`config.mk`:
```
export PLATFORM = sky130hd
export DESIGN_NAME = dma_timing_control
export DESIGN_NICKNAME = d
export VERILOG_FILES = /design/src/rtl/dma_pkg.sv /design/src/rtl/dma_strobe_decode.sv /design/src/rtl/dma_timing_control.sv
export SDC_FILE = /design/constraint.sdc
export NUM_CORES = 1
export LEC_CHECK = 0
export CORE_ASPECT_RATIO = 0.75
export CORE_MARGIN = 2
export CORE_UTILIZATION = 25
export DETAILED_ROUTE_END_ITERATION = 7
export GPL_TIMING_DRIVEN = 0
export REMOVE_ABC_BUFFERS = 1
export SETUP_SLACK_MARGIN = 0.4
export SLEW_MARGIN = 20
export SYNTH_ARGS = -nofsm -noshare
export SYNTH_HDL_FRONTEND = slang
export SYNTH_SLANG_ARGS = --single-unit
```
`constraint.sdc`:
```
create_clock -name clk -period 4 [get_ports clk]
set_input_delay 0.8 -clock clk [delete_from_list [all_inputs] [get_ports clk]]
set_output_delay 0.8 -clock clk [all_outputs]
set_load 0.02 [all_outputs]
```
`src/rtl/dma_pkg.sv`:
```
// Shared types and constants for the DMA timing/control block.
// Holds the FSM state encoding, the channel transfer-mode codes and the default channel geometry.
package dma_pkg;

    localparam int DMA_NUM_CH = 4;
    localparam int DMA_CH_W   = 2;

    localparam logic [1:0] MODE_DEMAND  = 2'b00;
    localparam logic [1:0] MODE_SINGLE  = 2'b01;
    localparam logic [1:0] MODE_BLOCK   = 2'b10;
    localparam logic [1:0] MODE_CASCADE = 2'b11;

    typedef enum logic [2:0] {
        SI   = 3'd0,
        S0   = 3'd1,
        S1   = 3'd2,
        S2   = 3'd3,
        S3   = 3'd4,
        S4   = 3'd5,
        CASC = 3'd6
    } state_t;

endpackage

```
`src/rtl/dma_strobe_decode.sv`:
```
// Combinational decode from the timing state to the bus strobes, DACK and AEN.
// The read strobe opens in S3, and the write strobe joins it in S4.
module dma_strobe_decode
    import dma_pkg::*;
#(
    parameter int NUM_CH = DMA_NUM_CH,
    parameter int CH_W   = DMA_CH_W
) (
    input  state_t              state,
    input  logic                isRead,
    input  logic [CH_W-1:0]     svcCh,
    output logic                memr_n,
    output logic                memw_n,
    output logic                ior_n,
    output logic                iow_n,
    output logic [NUM_CH-1:0]   dack,
    output logic                aen
);

    always_comb begin
        memr_n = 1'b1;
        memw_n = 1'b1;
        ior_n  = 1'b1;
        iow_n  = 1'b1;
        dack   = '0;
        aen    = 1'b0;
        case (state)
            S1, S2: begin
                aen         = 1'b1;
                dack[svcCh] = 1'b1;
            end
            S3: begin
                aen         = 1'b1;
                dack[svcCh] = 1'b1;
                memr_n      = ~isRead;
                ior_n       = isRead;
            end
            S4: begin
                aen         = 1'b1;
                dack[svcCh] = 1'b1;
                memr_n      = ~isRead;
                iow_n       = ~isRead;
                ior_n       = isRead;
                memw_n      = isRead;
            end
            // A cascaded slave drives the bus itself; only DACK is given.
            CASC: begin
                dack[svcCh] = 1'b1;
            end
            default: begin
            end
        endcase
    end

endmodule

```
`src/rtl/dma_timing_control.sv`:
```
// Master timing FSM of the DMA controller: arbitration latch, HRQ/HLDA handshake and the S0-S4
// active cycle, producing datapath strobes for single, block, demand and cascade transfers.
module dma_timing_control
    import dma_pkg::*;
#(
    parameter int NUM_CH = DMA_NUM_CH,
    parameter int CH_W   = DMA_CH_W
) (
    input  logic                clk,
    input  logic                rst,
    input  logic [NUM_CH-1:0]   dmaReq,
    input  logic [CH_W-1:0]     channelNo,
    input  logic                hlda,
    input  logic                TC,
    input  logic                carrypresent,
    input  logic [1:0]          transferMode,
    input  logic                isRead,
    output logic                hrq,
    output logic [NUM_CH-1:0]   dack,
    output logic                aen,
    output logic                adstb,
    output logic                memr_n,
    output logic                memw_n,
    output logic                ior_n,
    output logic                iow_n,
    output logic                PriorityGen,
    output logic                ldTempAddr,
    output logic                ldUpperAddress,
    output logic                ldLowerAddress,
    output logic                AddrGen,
    output logic                ldTempRegister,
    output logic                eop_n,
    output logic [CH_W-1:0]     svcCh
);

    state_t            stateReg, stateNext;
    logic [CH_W-1:0]   svcChReg, svcChNext;
    logic              firstReg, firstNext;
    logic              hldaLostReg, hldaLostNext;
    logic              anyReq;
    logic              svcReq;

    assign anyReq = |dmaReq;
    assign svcReq = dmaReq[svcChReg];

    always_ff @(posedge clk or negedge rst) begin
        if (!rst) begin
            stateReg    <= SI;
            svcChReg    <= '0;
            firstReg    <= 1'b0;
            hldaLostReg <= 1'b0;
        end else begin
            stateReg    <= stateNext;
            svcChReg    <= svcChNext;
            firstReg    <= firstNext;
            hldaLostReg <= hldaLostNext;
        end
    end

    always_comb begin
        stateNext      = stateReg;
        svcChNext      = svcChReg;
        firstNext      = firstReg;
        hldaLostNext   = hldaLostReg;
        hrq            = 1'b0;
        PriorityGen    = 1'b0;
        ldTempAddr     = 1'b0;
        ldUpperAddress = 1'b0;
        ldLowerAddress = 1'b0;
        AddrGen        = 1'b0;
        adstb          = 1'b0;
        eop_n          = 1'b1;
        case (stateReg)
            SI: begin
                hldaLostNext = 1'b0;
                if (anyReq) begin
                    // Gated by rst so nothing strobes while reset is held.
                    PriorityGen = rst;
                    svcChNext   = channelNo;
                    firstNext   = 1'b1;
                    stateNext   = S0;
                end
            end
            S0: begin
                hrq = 1'b1;
                if (hlda) begin
                    ldTempAddr = 1'b1;
                    stateNext  = (transferMode == MODE_CASCADE) ? CASC : S1;
                end
            end
            CASC: begin
                hrq = 1'b1;
                if (!svcReq || !hlda) begin
                    stateNext = SI;
                end
            end
            S1: begin
                hrq            = 1'b1;
                ldUpperAddress = 1'b1;
                adstb          = 1'b1;
                firstNext      = 1'b0;
                hldaLostNext   = hldaLostReg | ~hlda;
                stateNext      = S2;
            end
            S2: begin
                hrq            = 1'b1;
                ldLowerAddress = 1'b1;
                hldaLostNext   = hldaLostReg | ~hlda;
                stateNext      = S3;
            end
            S3: begin
                hrq          = 1'b1;
                hldaLostNext = hldaLostReg | ~hlda;
                stateNext    = S4;
            end
            S4: begin
                hrq     = 1'b1;
                AddrGen = 1'b1;
                if (TC) begin
                    eop_n     = 1'b0;
                    stateNext = SI;
                end else if (hldaLostReg || !hlda) begin
                    // Bus was taken back mid-transfer: finish this cycle and let go.
                    stateNext = SI;
                end else begin
                    case (transferMode)
                        MODE_BLOCK:  stateNext = (carrypresent || firstReg) ? S1 : S2;
                        MODE_DEMAND: begin
                            if (svcReq) begin
                                stateNext = (carrypresent || firstReg) ? S1 : S2;
                            end else begin
                                stateNext = SI;
                            end
                        end
                        MODE_SINGLE: stateNext = SI;
                        default:     stateNext = SI;
                    endcase
                end
            end
            default: stateNext = SI;
        endcase
    end

    assign ldTempRegister = 1'b0;
    assign svcCh          = svcChReg;

    dma_strobe_decode #(
        .NUM_CH (NUM_CH),
        .CH_W   (CH_W)
    ) u_strobeDecode (
        .state  (stateReg),
        .isRead (isRead),
        .svcCh  (svcChReg),
        .memr_n (memr_n),
        .memw_n (memw_n),
        .ior_n  (ior_n),
        .iow_n  (iow_n),
        .dack   (dack),
        .aen    (aen)
    );

endmodule

```
== Word level (Yosys, flattened, before mapping) ==
Cells that the tools add are included.

* Flip-flop bits (word level): 7
* Word-level logic and storage cells: 72

* $lt $le $gt $ge: 2
* Equal/unequal tests: 11
* Mux-type cells: 33
* Bitwise operators: 3
* Reduce and logical (&&, ||, !) cells: 19

{| class="wikitable"
|+ Operators by type and width
! operator !! number
|-
| 3-bit case mux with 7 select lines || 1
|-
| 1-bit 2-to-1 mux || 19
|-
| 3-bit 2-to-1 mux || 4
|-
| 3-bit equality test, second input constant || 3
|-
| 4-bit OR reduction || 2
|-
| 3-bit by 2-bit equality test with 1-bit output, second input constant || 2
|-
| 2-bit 2-to-1 mux || 3
|-
| 2-bit != test, second input constant || 3
|-
| 6-bit OR reduction || 1
|-
| 5-bit OR reduction || 1
|-
| 2-bit equality test, second input constant || 2
|-
| 4-bit 2-to-1 mux || 1
|-
| 1-bit case mux with 2 select lines || 2
|-
| 2-bit case mux with 2 select lines || 1
|-
| 2-bit AND reduction || 2
|-
| 2-bit nonzero test || 2
|-
| 3-bit by 1-bit equality test with 1-bit output, second input constant || 1
|-
| 3-bit logical NOT || 1
|-
| 1-bit logical OR || 3
|-
| 2-bit by 3-bit less-than comparator with 1-bit output, second input constant || 1
|-
| 3-bit AND reduction || 1
|-
| 3-bit OR reduction || 1
|-
| 1-bit binary-select mux with 2-bit select || 1
|-
| 1-bit demux with 2-bit select || 1
|-
| other kinds (7) || 9
|}

== Depth between registers and ports, before layout ==
Gate-level depths: netlist of run 1.

* Depth in word-level cells: 7
* Depth in mapped cells: 5
* Gate-level depth less buffers: 4

== Modules after synthesis ==
A second synthesis of run 1 with hierarchy kept.

* Cells, all modules: 69
* Area total of the unflattened synthesis: 613.1 sq um

{| class="wikitable"
|+ Modules (own cells, without submodules)
! module !! instances !! cells each !! area an instance (sq um)
|-
| dma_timing_control || 1 || 56 || 525.5
|-
| dma_strobe_decode || 1 || 13 || 87.6
|}

== Least setup slack after synthesis of run 1 ==
Ideal clock, no wire load.

* Path kind: input port to output port
* From: in dmaReq[0]
* To: out PriorityGen
* Arrival time: 1557 ps
* Required time: 3200 ps
* Setup slack: 1643 ps
* Stages: 3
* Cells stage by stage: nor4_1 -> and2b_1 -> and2_1

* Cells in the longest elaborated chain, start to end: 3

{| class="wikitable"
|+ RTL lines
! what !! RTL line !! RTL
|-
| start, declared || dma_timing_control.sv:11 || <nowiki>input logic [NUM_CH-1:0] dmaReq,</nowiki>
|-
| 4-bit OR reduction || dma_timing_control.sv:43 || <nowiki>assign anyReq = |dmaReq;</nowiki>
|-
| 1-bit 2-to-1 mux || dma_timing_control.sv:76 || <nowiki>if (anyReq) begin</nowiki>
|-
| 1-bit 2-to-1 mux || dma_timing_control.sv:73 || <nowiki>case (stateReg)</nowiki>
|-
| end, declared || dma_timing_control.sv:26 || <nowiki>output logic PriorityGen,</nowiki>
|}

Every way passes these cells.

== Final worst setup path of run 1 ==
Same ends and word-level chain as after synthesis.

==> results of run 1 <==
## power breakdown
part / internal [mW] / switching [mW]
sequential: 0.105 / 0.0681
clock: 0.0381 / 0.0263
combinational: 0.227 / 0.214
total: 0.370 / 0.308
## worst max-delay path, stage by stage
cell and delay (ns):
clkdlybuf4s50_1 0.43, nor4_1 0.37, and2b_1 0.28, and2_1 0.16
clkdlybuf4s50_1 0.53
## layer usage
metal,part of all wire [%],vias up,track usage (%)
met4,0,0,0
met2,44,37,19.1
met1,45,281,14.9
met5,0,-,0
li1,-,302,-
met3,11,0,6.18
## area by class of cell
type	count	area (um2)
inverter	5	18.8
clock buffer	4	26.3
timing repair buffer	32	320
sequential	7	175
fill	233	1330
tap	34	42.5
multi-input combinational	53	357
## state kept, by name, indices dropped and copies added, names as in the netlist
register     cells
firstReg         1
stateReg         3
hldaLostReg      1
svcCh            2
## worst paths after layout
check	start	end	slack (ns)
setup reg to reg	stateReg[1]$_DFFE_PN0P_	svcCh[1]$_DFFE_PN0P_	2.36
hold / removal	firstReg$_DFFE_PN0P_	firstReg$_DFFE_PN0P_	0.53
hold reg to reg	firstReg$_DFFE_PN0P_	firstReg$_DFFE_PN0P_	0.53
min in group asynchronous	rst	svcCh[1]$_DFFE_PN0P_	0.82
setup / recovery	dmaReq[0]	PriorityGen	0.63
max in group asynchronous	rst	stateReg[2]$_DFFE_PN0P_	2.92
## logic make-up (layout without fill, tap and decap cells)
family,Yosys count,count (layout),synth area share [%]
xor+xnor,1,1,1.47
compound gates,12,12,12.4
other cells,1,1,0.631
fa+ha+maj,3,3,6.32
mux,3,3,7.58
simple gates,33,33,31.6
buf+inv,11,41,10.5
flops,7,7,29.5
## layout by cell type (no fill, tap or decap), types with 3 or more instances in the layout
master	instances
a21oi_1	5
nand2_1	7
clkdlybuf4s50_1	32
clkbuf_4	3
inv_1	5
nor3_1	4
nor2_1	6
dfrtp_1	7
ha_1	3
nor3b_1	3
## per-stage QoR
step                      util (%)  worst slack, ns
after CTS                     41.4            0.616
after floorplan                  -             1.63
after detailed placement      40.2            0.625
final                         41.4            0.630
after global placement        40.2            0.613
after global routing          41.4            0.512
==> run metrics, run 1 <==
Detail Placement HPWL 1.19 mm; Worst Path Required 3.20 ns; drt wl/cell 11.3 um; first-pass GRT wire length 2.42 mm; vias in the first global route 549; die width 60.3 um; Leakage 0.391 nW; Peak Freq 0.297 GHz; TritonRoute pass-1 iters 4; Clock transition at path regs 0.05 ns; worst reg2reg path depth 3; Detail Route Antenna Nets 0; ys flop type dfrtp_1; routability-driven placement congestion ratio 0.795; Avg Cell Area, Syn 8.37 um2; H-tree level count 1; First DRT Iteration DRCs 21; count of cell types in the netlist 32; Final Skew 0.000276 ns; CTS sink cnt 7; flops & latches, synth 7; critical path capture point type output pin; CTS Hold Buffers Added 0; row cnt 15; Pwr Density 722 nW/um2; detailed-route via count 620; DRC Markers 0; Placed Cells 131; final non-filler cell total 135; setup violators final 0; area leader, netlist dfrtp_1; ratio of cells with drive above 1 in the final layout 7.92%; Design Area, Final 940 um2; CTS resizes 0; fin crit period 3.37 ns; top-area cell type share of the netlist area 29.5%; Final Max Tran Viols 0; min-delay worst type register to register; Area after DPL 913 um2; # diodes 0; max-cap violations 0; total track usage 11.8%; CTS tree done; PortBufs 32; total congestion overflow 0; Hold Worst Slack 0.528 ns; ys async rst share 100%; total CTS buffers 3; setup TNS 0 ns; via/cell ratio 4.59; arrival time worst endpoint 2.57 ns; top cells by instance count after synthesis 7 x dfrtp_1, 7 x nand2_1, 6 x nor2_1; final wirelength 1.53 mm; postcts setup bufs 0; yosys warns 0; Die Y 46.2 um; Post-synth EDFFs 0; PnR Total Power 679 uW; hold depth 2; Seq/Total Area, Yosys 29.5%; final hold violation count 0; ranking of synthesized cells by area dfrtp_1 29%, ha_1 6.3%, nand2_1 4.4%, a21oi_1 4.2%, buf_4 3.8%; Root Driver clkbuf_4; final period utilization 84.3%; I/O pin count 34; RSZ-0062 raised after global routing false; status finished, final reports clean; Post-Syn Area 594 um2; largest net degree at the start of global routing 14; die area 2790 um2; clk buf depth 2; crit path kind input port to output pin; crit-path max FO 4; antenna violations before repair 0; critical path startpoint category input port; synthesized instance count 71; area delta synth->final 58.1%; Core ar. 2270 um2; final net count 119; Max VDD drop 0.000346 V; clk_lat worst skew 0.25 ns; Initial Util 26.2%
Power figures use the tool's default switching activity.
==> run 2: changes to the inputs <==
==> constraint.sdc (replaced) <==
create_clock -name clk -period 3.3 [get_ports clk]
set_input_delay 0.66 -clock clk [delete_from_list [all_inputs] [get_ports clk]]
set_output_delay 0.66 -clock clk [all_outputs]
set_load 0.02 [all_outputs]
==> run metrics, run 2 (synthesis results as in run 1) <==
clk buf depth 2 (unchanged); min-delay worst type register to register; power share of the combinational group 65.1% (about the same); critical path capture point type output pin; Clock transition at path regs 0.05 ns (about the same); Power Internal 452 uW (+22%); status finished, final reports clean; RSZ-0062 raised after global routing false; max reg flops 3 (unchanged); Die Y 46.2 um (unchanged); total congestion overflow 0 (unchanged); # diodes 0 (unchanged); fin crit period 2.84 ns; final wirelength 1.58 mm (+3.7%); I/O pin count 34 (unchanged); detailed-route via count 600 (-3.2%); die area 2790 um2 (unchanged); vias in the first global route 552 (+0.55%); first-pass GRT wire length 2.44 mm (+0.58%); Finished Core Util 42.3% (+0.88 points); die width 60.3 um (unchanged); final net count 119 (unchanged); crit-path max FO 4 (unchanged); TritonRoute pass-1 iters 4 (unchanged); Root Driver clkbuf_4; Worst Hold Launch firstReg$_DFFE_PN0P_; antenna violations before repair 0 (unchanged); Max VDD drop 0.000420 V (+21%); via/cell ratio 4.44 (-3.2%); Peak Freq 0.352 GHz; clk_lat worst skew 0.25 ns (about the same); worst r2r src stateReg[1]$_DFFE_PN0P_; H-tree level count 1 (unchanged); Clock Power Share 9.4% (about the same); PortBufs 32 (unchanged); CTS Hold Buffers Added 0 (unchanged); Sequential Power Share 25.5% (about the same); postcts setup bufs 0 (unchanged); First DRT Iteration DRCs 19 (-9.5%); commonest non-fill, non-tap cell in the layout clkdlybuf4s50_1; largest net degree at the start of global routing 14 (unchanged); total CTS buffers 3 (unchanged); Detail Route Antenna Nets 0 (unchanged); Core ar. 2270 um2 (unchanged); Leakage 0.396 nW (+1.2%); Pwr Density 865 nW/um2 (+20%); ratio of cells with drive above 1 in the final layout 11.9% (+4.0 points); Initial Util 26.2% (unchanged); Switching Share 45.6% (+0.12 points); max-cap violations 0 (unchanged); Final Max Tran Viols 0 (unchanged); drt wl/cell 11.7 um (+3.7%); final period utilization 86.2%; total track usage 11.8% (+0.059 points); PnR Total Power 830 uW (+22%); final non-filler cell total 135 (unchanged); Placed Cells 131 (unchanged); row cnt 15 (unchanged); Detail Placement HPWL 1.19 mm (unchanged); P_sw 378 uW (+23%); Worst Path Required 2.64 ns (-0.56 ns); arrival time worst endpoint 2.18 ns (-0.39 ns); fillers 231 (-0.86%); final hold violation count 0 (unchanged); CTS sink cnt 7 (unchanged); critical path startpoint category input port; commonest cells after routing, fill and taps aside 31 x clkdlybuf4s50_1, 7 x nand2_1, 6 x nor2_1, 6 x dfrtp_1, 5 x inv_1; CTS tree done; Crit. Startpoint dmaReq[3]; Biggest register stateReg; area delta synth->final 61.5%; setup TNS 0 ns (unchanged); setup violators final 0 (unchanged); Final Skew 0.00119 ns (+0.000917 ns); crit path kind input port to output pin; DRC Markers 0 (unchanged); routability-driven placement congestion ratio 0.795 (unchanged)
-- run 2: worst paths after layout --
| kind | end | slack (ns) | cells past startpoint |
|---|---|---|---|
| worst max-delay path | PriorityGen | 0.46 | 5 |
| max in group asynchronous | stateReg[2]$_DFFE_PN0P_ | 2.33 | 1 |
| worst min register to register | firstReg$_DFFE_PN0P_ | 0.53 | 2 |
| worst max register to register | svcCh[1]$_DFFE_PN0P_ | 1.67 | 3 |
| worst min-delay path | firstReg$_DFFE_PN0P_ | 0.53 | 2 |
| min in group asynchronous | svcCh[1]$_DFFE_PN0P_ | 0.69 | 1 |
-- run 2: routing by layer --
layer,share of wire [%],global-route usage [%]
met5,0,0
met4,0,0
met3,8.9,6.18
met2,46,19.1
met1,45,15.1
-- run 2: repair_timing --
action / CTS / global route
resized for setup: 3 / 3
setup endpoints to repair: 2 / 2
endpoints found under the hold margin: 0 / 0
pin swaps: 0 / 1
gates cloned: 0 / 0
-- run 2: layout make-up --
| class | instances | area [um2] | share of cell area, % |
|---|---|---|---|
| clock buffer | 4 | 26.3 | 2.74 |
| inverter | 5 | 18.8 | 1.96 |
| multi-input combinational | 53 | 377 | 39.2 |
| sequential | 7 | 176 | 18.4 |
| tap | 34 | 42.5 | 4.43 |
| timing repair buffer | 32 | 319 | 33.2 |
-- run 2: worst max-delay path, stage by stage --
cell and delay [ns]:
clkdlybuf4s50_1 0.46, nor4_4 0.31, and2b_2 0.28, and2_1 0.15, dlygate4sd2_1 0.31
-- run 2: stage by stage --
step	hold slack, ns	setup WS, ns	instance area (um2)
final	0.527	0.456	960
after global routing	0.545	0.413	960
after CTS	0.533	0.470	946
after detailed placement	0.523	0.205	913
after global placement	0.517	0.193	913
after floorplan	0.364	1.07	551
-- run 2: power groups by stage --
| stage | logic [mW] | clock network (mW) | registers (mW) |
|---|---|---|---|
| after global placement | 0.532 | 0 | 0.211 |
| after detailed placement | 0.536 | 0 | 0.210 |
| after global routing | 0.587 | 0.0864 | 0.222 |
| final | 0.540 | 0.0780 | 0.211 |
| after CTS | 0.538 | 0.0805 | 0.211 |
| after floorplan | 0.310 | 0 | 0.205 |
==> run 3: changes to the inputs <==
--- a/config.mk
+++ b/config.mk
@@ -5,6 +5,7 @@
 export SDC_FILE = /design/constraint.sdc
 export NUM_CORES = 1
 export LEC_CHECK = 0
+export ABC_AREA = 1
 export CORE_ASPECT_RATIO = 0.75
 export CORE_MARGIN = 2
 export CORE_UTILIZATION = 25
==> run metrics, run 3 <==
status finished, final reports clean; Detail Placement HPWL 1.45 mm (+21%); Clock Power Share 9.6% (+0.2 points); Final Max Tran Viols 0 (unchanged); ys flop type dfrtp_1; P_sw 423 uW (+12%); ratio of cells with drive above 1 in the final layout 7.19% (-4.7 points); TritonRoute pass-1 iters 4 (unchanged); fin crit period 2.71 ns (-0.133 ns); ys async rst share 100% (unchanged); worst path cell trace inv_2 > ha_1 > a21oi_1 > nand2_1 > nor2_2 > nor3_1 > clkdlybuf4s50_1; commonest non-fill, non-tap cell in the layout nand2_1; Detail Route Antenna Nets 0 (unchanged); antenna violations before repair 0 (unchanged); top-area cell type share of the netlist area 28.5% (-1.0 points); largest net degree at the start of global routing 10 (-4); row cnt 15 (unchanged); vias in the first global route 645 (+17%); Sequential Power Share 21.9% (-3.6 points); area delta synth->final 61.6% (about the same); Max VDD drop 0.000326 V (-22%); synthesized instance count 105 (+48%); Final Skew 0.00786 ns (+0.00667 ns); via/cell ratio 4.22 (-5.1%); count of cell types in the netlist 15 (-53%); worst r2r src stateReg[1]$_DFFE_PN0P_; R2R Path End stateReg[0]$_DFFE_PN0P_; PortBufs 32 (unchanged); min-delay worst type input port to asynchronous set/reset pin; total track usage 13.0% (+1.1 points); Peak Freq 0.369 GHz (+4.9%); Biggest register stateReg; DRC Markers 0 (unchanged); Post-Syn Area 616 um2 (+3.6%); CP max-delay cell clkdlybuf4s50_1; clk buf depth 2 (unchanged); area leader, netlist dfrtp_1; most common cell in the synthesized netlist nand2_1; yosys warns 0 (unchanged); Root Driver clkbuf_4; Worst Path Required 2.64 ns (about the same); Clock transition at path regs 0.06 ns (about the same); First DRT Iteration DRCs 18 (-1); Core ar. 2310 um2 (+1.7%); Seq/Total Area, Yosys 28.5% (-1.0 points); flops & latches, synth 7 (unchanged); # diodes 0 (unchanged); power share of the combinational group 68.5% (+3.4 points); final period utilization 82.2% (-4.0 points); H-tree level count 1 (unchanged); RSZ-0062 raised after global routing false; I/O pin count 34 (unchanged); final net count 157 (+32%); critical path capture point type output pin; setup violators final 0 (unchanged); PnR Total Power 834 uW (+0.47%); final wirelength 1.75 mm (+11%); CTS tree done; Post-synth EDFFs 0 (unchanged); detailed-route via count 730 (+22%); crit path kind register to output pin; Avg Cell Area, Syn 5.86 um2 (-30%); die area 2880 um2 (+3.3%); Hold Worst Slack 0.286 ns (-0.241 ns); Die Y 47.0 um (+1.6%); drt wl/cell 10.1 um (-14%); worst reg2reg path depth 8 (+5); Switching Share 50.7% (+5.1 points); total congestion overflow 0 (unchanged); routability-driven placement congestion ratio 0.811 (+2.1%); Power Internal 411 uW (-9.0%); total CTS buffers 3 (unchanged); first-pass GRT wire length 2.70 mm (+11%); die width 61.3 um (+1.7%); max-cap violations 0 (unchanged); postcts setup bufs 0 (unchanged); setup TNS 0 ns (unchanged); final hold violation count 0 (unchanged); CTS sink cnt 7 (unchanged); Worst R2R Setup Slack 1.96 ns (+0.29 ns); CP peak stage delay 0.54 ns (+0.08 ns); Leakage 0.526 nW (+33%); max reg flops 3 (unchanged); ranking of synthesized cells by area dfrtp_1 28%, nand2_1 23%, inv_1 9.8%, nor2_1 7.3%, ha_1 6.1%; top cells by instance count after synthesis 38 x nand2_1, 16 x inv_1, 12 x nor2_1; commonest cells after routing, fill and taps aside 38 x nand2_1, 31 x clkdlybuf4s50_1, 16 x inv_1; clk_lat worst skew 0.25 ns (about the same); Initial Util 26.7% (+0.50 points); Pwr Density 838 nW/um2 (-3.1%); arrival time worst endpoint 2.05 ns (-0.13 ns); critical path startpoint category register; crit-path max FO 8 (+4)
-- run 3: cell count changes after synthesis, sizes merged, moves of 2 or more --
cell	previous run	this run
a21oi	5	3
and3b	2	0
buf	6	2
inv	5	19
mux2	2	0
nand2	7	38
nand2b	2	0
nand3	0	8
nor2	6	14
nor3	4	6
nor3b	3	0
nor4b	2	0
-- run 3: area by class of cell --
cell class | instances | area (um2)
clock buffer | 4 | 26.3
tap | 34 | 42.5
multi-input combinational | 77 | 357
inverter | 19 | 71.3
fill | 256 | 1310
timing repair buffer | 32 | 323
sequential | 7 | 175
-- run 3: worst max-delay path by stage --
stage / start / end / slack (ns) / cells after the start
floorplan: stateReg[1]$_DFFE_PN0P_ / dack[0] / 1.22 / 5
global placement: rst / PriorityGen / 0.44 / 4
detailed placement: rst / PriorityGen / 0.47 / 4
CTS: rst / PriorityGen / 0.45 / 4
global route: stateReg[2]$_DFFE_PN0P_ / dack[3] / 0.42 / 7
finish: stateReg[2]$_DFFE_PN0P_ / dack[3] / 0.59 / 7
-- run 3: what timing repair did --
| action | 4_1_cts | 5_1_grt |
|---|---|---|
| hold buffers | 0 | 0 |
| gates resized for setup | 0 | 2 |
| setup endpoints to repair | 0 | 5 |
-- run 3: through the flow --
stage,utilization [%],std cells,area (um2),setup slack [ns]
final,43.1,173,995,0.589
after global placement,41.7,169,963,0.444
after CTS,42.9,173,990,0.453
after global routing,43.1,173,995,0.424
after floorplan,-,103,601,1.22
after detailed placement,41.7,169,963,0.466
-- run 3: critical path: cells and delay by family, from the launching register on --
family	cells	cell delay [ns]
AOI/OAI and AO/OA	1	0.15
and+or+nand+nor	3	0.33
DFF	1	0.48
buffers and inverters	2	0.65
adders and majority gates	1	0.18
-- run 3: cells by family after synthesis --
| family | after synthesis | share of synthesized area (%) |
|---|---|---|
| AO/OA/AOI/OAI | 7 | 6.10 |
| adder cells (fa/ha/maj) | 3 | 6.10 |
| buffers and inverters | 21 | 14.0 |
| flip-flops | 7 | 28.5 |
| other | 1 | 0.609 |
| AND/OR/NAND/NOR | 66 | 44.7 |
-- run 3: routing by layer --
metal  global-route usage [%]  wire length (um)  vias up
met2                     21.5               746       20
met5                        0                 0        -
met4                        0                 0        0
met1                     16.4               880      321
met3                     6.34               125        0
li1                         -                 -      389
-- run 3: power groups by stage --
stage               Clock (mW)  Sequential [mW]  Combinational, mW
CTS                     0.0819            0.181              0.573
finish                  0.0799            0.183              0.571
global placement             0            0.178              0.562
floorplan                    0            0.183              0.328
detailed placement           0            0.182              0.569
global route            0.0893            0.189              0.628
